===== src/rtl/axi_rd_arbiter_pkg.sv =====
// Shared encodings for the AXI read-channel arbiter: FSM states and AXI burst types.
package axi_rd_arbiter_pkg;

    typedef enum logic [1:0] {
        ST_IDLE = 2'd0,
        ST_ADDR = 2'd1,
        ST_DATA = 2'd2
    } arb_state_t;

    localparam logic [1:0] BURST_FIXED = 2'd0;
    localparam logic [1:0] BURST_INCR  = 2'd1;
    localparam logic [1:0] BURST_WRAP  = 2'd2;

endpackage


===== src/rtl/axi_rd_arbiter_rr_pick.sv =====
// Combinational round-robin picker: first set request at or above start, else wrap to the lowest set request.
module axi_rd_arbiter_rr_pick #(
    parameter int NUM_REQ = 2,
    parameter int IDX_W   = 1
) (
    input  logic [NUM_REQ-1:0] req,
    input  logic [IDX_W-1:0]   start,
    output logic               found,
    output logic [IDX_W-1:0]   idx
);

    logic [NUM_REQ-1:0] masked;
    logic               hit_masked;
    logic               hit_any;
    logic [IDX_W-1:0]   idx_masked;
    logic [IDX_W-1:0]   idx_any;

    always_comb begin
        masked = '0;
        for (int i = 0; i < NUM_REQ; i++) begin
            masked[i] = req[i] && (IDX_W'(i) >= start);
        end
    end

    // Scanning downward leaves the lowest set index in each result.
    always_comb begin
        hit_masked = 1'b0;
        idx_masked = '0;
        hit_any    = 1'b0;
        idx_any    = '0;
        for (int i = NUM_REQ - 1; i >= 0; i--) begin
            if (masked[i]) begin
                hit_masked = 1'b1;
                idx_masked = IDX_W'(i);
            end
            if (req[i]) begin
                hit_any = 1'b1;
                idx_any = IDX_W'(i);
            end
        end
    end

    assign found = hit_any;
    assign idx   = hit_masked ? idx_masked : idx_any;

endmodule


===== src/rtl/axi_rd_arbiter.sv =====
// Shares one AXI4 read master among NUM_REQ requesters, one whole burst at a time, granted round-robin.
module axi_rd_arbiter
    import axi_rd_arbiter_pkg::*;
#(
    parameter int NUM_REQ    = 2,
    parameter int ADDR_WIDTH = 16,
    parameter int DATA_WIDTH = 32,
    parameter int LEN_WIDTH  = 8
) (
    input  logic                          clk,
    input  logic                          rst,
    input  logic [NUM_REQ*ADDR_WIDTH-1:0] req_araddr,
    input  logic [NUM_REQ*LEN_WIDTH-1:0]  req_arlen,
    input  logic [NUM_REQ*3-1:0]          req_arsize,
    input  logic [NUM_REQ*2-1:0]          req_arburst,
    input  logic [NUM_REQ-1:0]            req_arvalid,
    output logic [NUM_REQ-1:0]            req_arready,
    output logic [DATA_WIDTH-1:0]         req_rdata,
    output logic [NUM_REQ-1:0]            req_rvalid,
    input  logic [NUM_REQ-1:0]            req_rready,
    output logic [ADDR_WIDTH-1:0]         m_araddr,
    output logic [LEN_WIDTH-1:0]          m_arlen,
    output logic [2:0]                    m_arsize,
    output logic [1:0]                    m_arburst,
    output logic                          m_arvalid,
    input  logic                          m_arready,
    input  logic [DATA_WIDTH-1:0]         m_rdata,
    input  logic                          m_rvalid,
    output logic                          m_rready,
    output logic [$clog2(NUM_REQ)-1:0]    grant_id,
    output logic                          busy,
    output logic [1:0]                    fsm_state
);

    localparam int IDX_W = $clog2(NUM_REQ);
    localparam logic [IDX_W-1:0]     LAST_IDX = IDX_W'(NUM_REQ - 1);
    localparam logic [IDX_W-1:0]     ONE_IDX  = 1;
    localparam logic [LEN_WIDTH-1:0] LEN_ONE  = 1;

    arb_state_t state_q;
    arb_state_t state_d;

    logic [IDX_W-1:0]      rr_ptr;
    logic [IDX_W-1:0]      grant_q;
    logic [LEN_WIDTH-1:0]  beat_cnt;
    logic [ADDR_WIDTH-1:0] addr_q;
    logic [LEN_WIDTH-1:0]  len_q;
    logic [2:0]            size_q;
    logic [1:0]            burst_q;

    logic                  pick_found;
    logic [IDX_W-1:0]      pick_idx;
    logic [ADDR_WIDTH-1:0] sel_addr;
    logic [LEN_WIDTH-1:0]  sel_len;
    logic [2:0]            sel_size;
    logic [1:0]            sel_burst;
    logic                  sel_rready;
    logic                  beat_fire;

    axi_rd_arbiter_rr_pick #(
        .NUM_REQ (NUM_REQ),
        .IDX_W   (IDX_W)
    ) u_pick (
        .req   (req_arvalid),
        .start (rr_ptr),
        .found (pick_found),
        .idx   (pick_idx)
    );

    always_comb begin
        sel_addr   = '0;
        sel_len    = '0;
        sel_size   = '0;
        sel_burst  = '0;
        sel_rready = 1'b0;
        for (int i = 0; i < NUM_REQ; i++) begin
            if (pick_idx == IDX_W'(i)) begin
                sel_addr  = req_araddr[i*ADDR_WIDTH +: ADDR_WIDTH];
                sel_len   = req_arlen[i*LEN_WIDTH +: LEN_WIDTH];
                sel_size  = req_arsize[i*3 +: 3];
                sel_burst = req_arburst[i*2 +: 2];
            end
            if (grant_q == IDX_W'(i)) begin
                sel_rready = req_rready[i];
            end
        end
    end

    // Handshakes: a transfer happens on a cycle where valid and ready are both 1.
    // The slave's m_arready and m_rvalid are forwarded combinationally to the granted
    // requester only, so each address or beat is consumed exactly once on either side.
    assign beat_fire = (state_q == ST_DATA) && m_rvalid && sel_rready;

    always_comb begin
        state_d = state_q;
        case (state_q)
            ST_IDLE: if (pick_found) state_d = ST_ADDR;
            ST_ADDR: if (m_arready) state_d = ST_DATA;
            ST_DATA: if (beat_fire && (beat_cnt == '0)) state_d = ST_IDLE;
            default: state_d = ST_IDLE;
        endcase
    end

    always_ff @(posedge clk) begin
        if (!rst) begin
            state_q <= ST_IDLE;
        end else begin
            state_q <= state_d;
        end
    end

    always_ff @(posedge clk) begin
        if (!rst) begin
            rr_ptr   <= '0;
            grant_q  <= '0;
            beat_cnt <= '0;
            addr_q   <= '0;
            len_q    <= '0;
            size_q   <= '0;
            burst_q  <= BURST_INCR;
        end else begin
            case (state_q)
                ST_IDLE: begin
                    if (pick_found) begin
                        grant_q <= pick_idx;
                        addr_q  <= sel_addr;
                        len_q   <= sel_len;
                        size_q  <= sel_size;
                        burst_q <= sel_burst;
                    end
                end
                ST_ADDR: begin
                    if (m_arready) beat_cnt <= len_q;
                end
                ST_DATA: begin
                    if (beat_fire) begin
                        if (beat_cnt == '0) begin
                            rr_ptr <= (grant_q == LAST_IDX) ? '0 : grant_q + ONE_IDX;
                        end else begin
                            beat_cnt <= beat_cnt - LEN_ONE;
                        end
                    end
                end
                default: ;
            endcase
        end
    end

    // Outputs are gated by rst so they read 0 from the very first reset cycle.
    always_comb begin
        m_arvalid   = 1'b0;
        m_rready    = 1'b0;
        req_arready = '0;
        req_rvalid  = '0;
        busy        = 1'b0;
        if (rst) begin
            busy = (state_q == ST_ADDR) || (state_q == ST_DATA);
            case (state_q)
                ST_ADDR: begin
                    m_arvalid = 1'b1;
                    for (int i = 0; i < NUM_REQ; i++) begin
                        req_arready[i] = (grant_q == IDX_W'(i)) && m_arready;
                    end
                end
                ST_DATA: begin
                    m_rready = sel_rready;
                    for (int i = 0; i < NUM_REQ; i++) begin
                        req_rvalid[i] = (grant_q == IDX_W'(i)) && m_rvalid;
                    end
                end
                default: ;
            endcase
        end
    end

    assign req_rdata = m_rdata;
    assign m_araddr  = addr_q;
    assign m_arlen   = len_q;
    assign m_arsize  = size_q;
    assign m_arburst = burst_q;
    assign grant_id  = grant_q;
    assign fsm_state = state_q;

endmodule


===== config.mk =====
export PLATFORM = sky130hd
export DESIGN_NAME = axi_rd_arbiter
export DESIGN_NICKNAME = d
export VERILOG_FILES = /design/src/rtl/axi_rd_arbiter_pkg.sv /design/src/rtl/axi_rd_arbiter_rr_pick.sv /design/src/rtl/axi_rd_arbiter.sv
export SDC_FILE = /design/constraint.sdc
export NUM_CORES = 1
export LEC_CHECK = 0
export ABC_AREA = 1
export CAP_MARGIN = 20
export CORE_UTILIZATION = 40
export DETAILED_ROUTE_END_ITERATION = 10
export GPL_ROUTABILITY_DRIVEN = 0
export PLACE_DENSITY_LB_ADDON = 0.05
export RECOVER_POWER = 25
export SETUP_SLACK_MARGIN = 0.5
export SYNTH_ARGS = -nofsm -noshare
export SYNTH_HDL_FRONTEND = slang
export SYNTH_SLANG_ARGS = --single-unit

===== constraint.sdc =====
create_clock -name clk -period 4.19 [get_ports clk]
set_clock_uncertainty 0.1 [all_clocks]
set_input_delay 0.838 -clock clk [delete_from_list [all_inputs] [get_ports clk]]
set_output_delay 0.838 -clock clk [all_outputs]
set_load 0.01 [all_outputs]

==> impl_results.md <==
- Worst ir drop on vdd: 0.2858 mV
- Max_slew headroom: 0.4028
- CP Class: input port to output pin
- Drt first-iter violations: 69
- Pin count of the biggest net entering global routing: 59
- #FFs+latches synth: 41
- Min Tclk post-route: 3.368 ns
- Initial antenna violation count: 0
- Async SR Flop Fraction: 0
- Die Area: 6855 um^2
- DIE WIDTH: 82.80 um
- CTS tree: built
- Routed len/inst: 12.27 um
- Critical Path Start Type: input port
- Most common cell in the netlist: nand2_1
- GR Overflow Total: 0
- Clock Pin Slew Worst Setup and Hold Paths: 0.08 ns
- Gr usage total: 0.1968
- Worst-path maximum fanout: 8
- Pwr dens: 564.7 nW/um^2
- Period Utilization, post-route: 0.8038
- Die Span Y: 82.80 um
- ANT nets after route: 0
- H-Tree Depth: 2
- Root Driver: clkbuf_8
- Post-CTS setup buffers: 0
- Worst skew pair latency: 0.30 ns
- Vias: 2509
- DRC: 0
- Share of cells above drive strength 1: 0.07333
- Global-route wire length before repair: 10250 um
- Hold Crit Class: register to register
- DRT Wirelength: 6468 um
- DR vias/cell: 4.761
- Crit path DAT: 2.43 ns
- Final Max Slew Viols: 0
- Post-Syn Instances: 388
- Worst-path cell with the longest stage delay: clkdlybuf4s50_1
- Core region area: 6314 um^2
- Io pins: 169
- Post-synth top cells: nand2_1, nand3_1, inv_1
- Top FF cell, synth: dfxtp_1
- Max Cap Viol: 0
- Largest area contributor in the netlist: dfxtp_1
- Area Growth Syn to Fin: 35.12%
- Synth cell types: 33
- Nets: 552
- PortBufs: 104
- Syn Nets: 491
- Unrepaired setup endpoints after global routing: no
- Ys Warns: 0
- Finish-stage setup viols: 0
- Synth area leaders: dfxtp_1, nand2_1, buf_4
- CTS Hold Bufs: 0
- CTS Buffer Depth: 2
- Num Clock Sinks: 41
- Cts repair resizes: 0
- EDFF count, synth: 0
- Initial Utilization: 0.4136
- Aggregate negative setup slack: 0 ns
- Most used cell, CP: clkdlybuf4s50_1
- Critical Path, Cell by Cell: clkdlybuf4s50_1, inv_1, nor3_1, clkdlybuf4s50_1
- Fin. Hold Viols: 0
- CP bufs+invs: 3
- Drt pass-1 iters: 4
- Row cnt: 29
- Max frequency: 296.9 MHz
- Slowest stage delay, CP: 0.63 ns
- Share of the synthesized area in the top cell type: 0.3143
- Mapped Area: 2611 um^2
- Least-Margin Pin Slew: 0.8945 ns
- Worst setup EP type: output pin
- Min Hold Slack: 0.3824 ns
- Syn_area_per_cell: 6.730 um^2
- CP top delay family: buffers and inverters
- Vias in the first global route: 2191
- Outcome: finished, final reports clean
- N_diodes: 0
- Sequential share of the synthesized area: 0.3143
- Clock buffer count from CTS: 5
- Req. time, crit path: 3.25 ns
- Hpwl dp: 4684 um
- P_leak: 1.660 nW
-- final cells by class --
cell class / instances / area [um^2]
clock buffer: 7 / 86.33
clock inverter: 1 / 30.03
fill: 652 / 2785
inverter: 55 / 206.4
multi-input combinational: 240 / 1232
sequential: 41 / 820.8
tap: 77 / 96.34
timing repair buffer: 106 / 1056
-- worst register-to-register path, stage by stage, from the launching register on --
cell and delay, ns:
dfxtp_1 0.34, inv_1 0.08, ha_1 0.26, o21ai_1 0.15, inv_2 0.66, nand3_1 0.22
o211ai_1 0.16, inv_2 0.04
-- worst paths after layout --
kind | slack (ns) | cells after the start | startpoint | end
worst max-delay path | 0.82 | 4 | rst | req_rvalid[0]
worst min-delay path | 0.38 | 2 | m_arburst[0] | m_arburst[0]
worst max register to register | 2.06 | 7 | fsm_state[1] | m_araddr[8]
worst min register to register | 0.38 | 2 | m_arburst[0] | m_arburst[0]
-- where the power goes --
group          total [mW]  switching [mW]  internal, mW
combinational        1.03           0.550         0.484
sequential          0.621          0.0966         0.525
clock               0.336           0.142         0.194
total                1.99           0.789          1.20
-- routing by layer --
metal / track usage / routed length (um) / up-vias / part of all wire
li1: - / - / 1316 / -
met1: 0.2417 / 3019 / 1110 / 0.47
met2: 0.3238 / 2902 / 71 / 0.45
met3: 0.06995 / 472 / 12 / 0.073
met4: 0.05345 / 74 / 0 / 0.011
met5: 0 / 0 / - / 0
-- sequential cells by signal, indices dropped and copies added (netlist names) --
signal     count
beat_cnt       8
fsm_state      2
grant_id       1
m_araddr      16
m_arburst      2
m_arlen        8
m_arsize       3
rr_ptr         1
-- stage by stage --
| stage | utilization | area [um^2] | power, mW | instances | worst slack [ns] |
|---|---|---|---|---|---|
| detailed placement | 0.5404 | 3412 | 1.665 | 519 | 0.8168 |
| floorplan | - | 2611 | 1.293 | 388 | 1.760 |
| global route | 0.5589 | 3528 | 2.157 | 527 | 0.6516 |
| global placement | 0.5404 | 3412 | 1.657 | 519 | 0.8657 |
| finish | 0.5589 | 3528 | 1.992 | 527 | 0.8222 |
| CTS | 0.5589 | 3528 | 2.011 | 527 | 0.7949 |
-- logic make-up after synthesis --
| kind of cell | count (synthesis) | synth area share |
|---|---|---|
| simple gates | 187 | 0.3138 |
| buf+inv | 107 | 0.2137 |
| xor+xnor | 1 | 0.003355 |
| flops | 41 | 0.3143 |
| fa+ha+maj | 5 | 0.02396 |
| mux | 1 | 0.003833 |
| compound gates | 46 | 0.1270 |
-- cells in the final DEF (no fill, tap or decap), drive strengths merged --
master / Yosys / layout
nor4: 1 / 1
nand3: 45 / 45
nor2: 31 / 31
nand4: 1 / 1
dfxtp: 41 / 41
mux2i: 1 / 1
or2: 1 / 1
nand2: 103 / 103
ha: 5 / 5
buf: 45 / 2
nor3: 3 / 3
clkdlybuf4s50: 0 / 104
clkbuf: 7 / 7
xor2: 1 / 1
a21oi: 7 / 7
nand3b: 2 / 2
o211ai: 28 / 28
bufinv: 0 / 1
a211oi: 1 / 1
o21ai: 9 / 9
o21bai: 1 / 1
inv: 55 / 55
(Power assumes the default switching activity.)
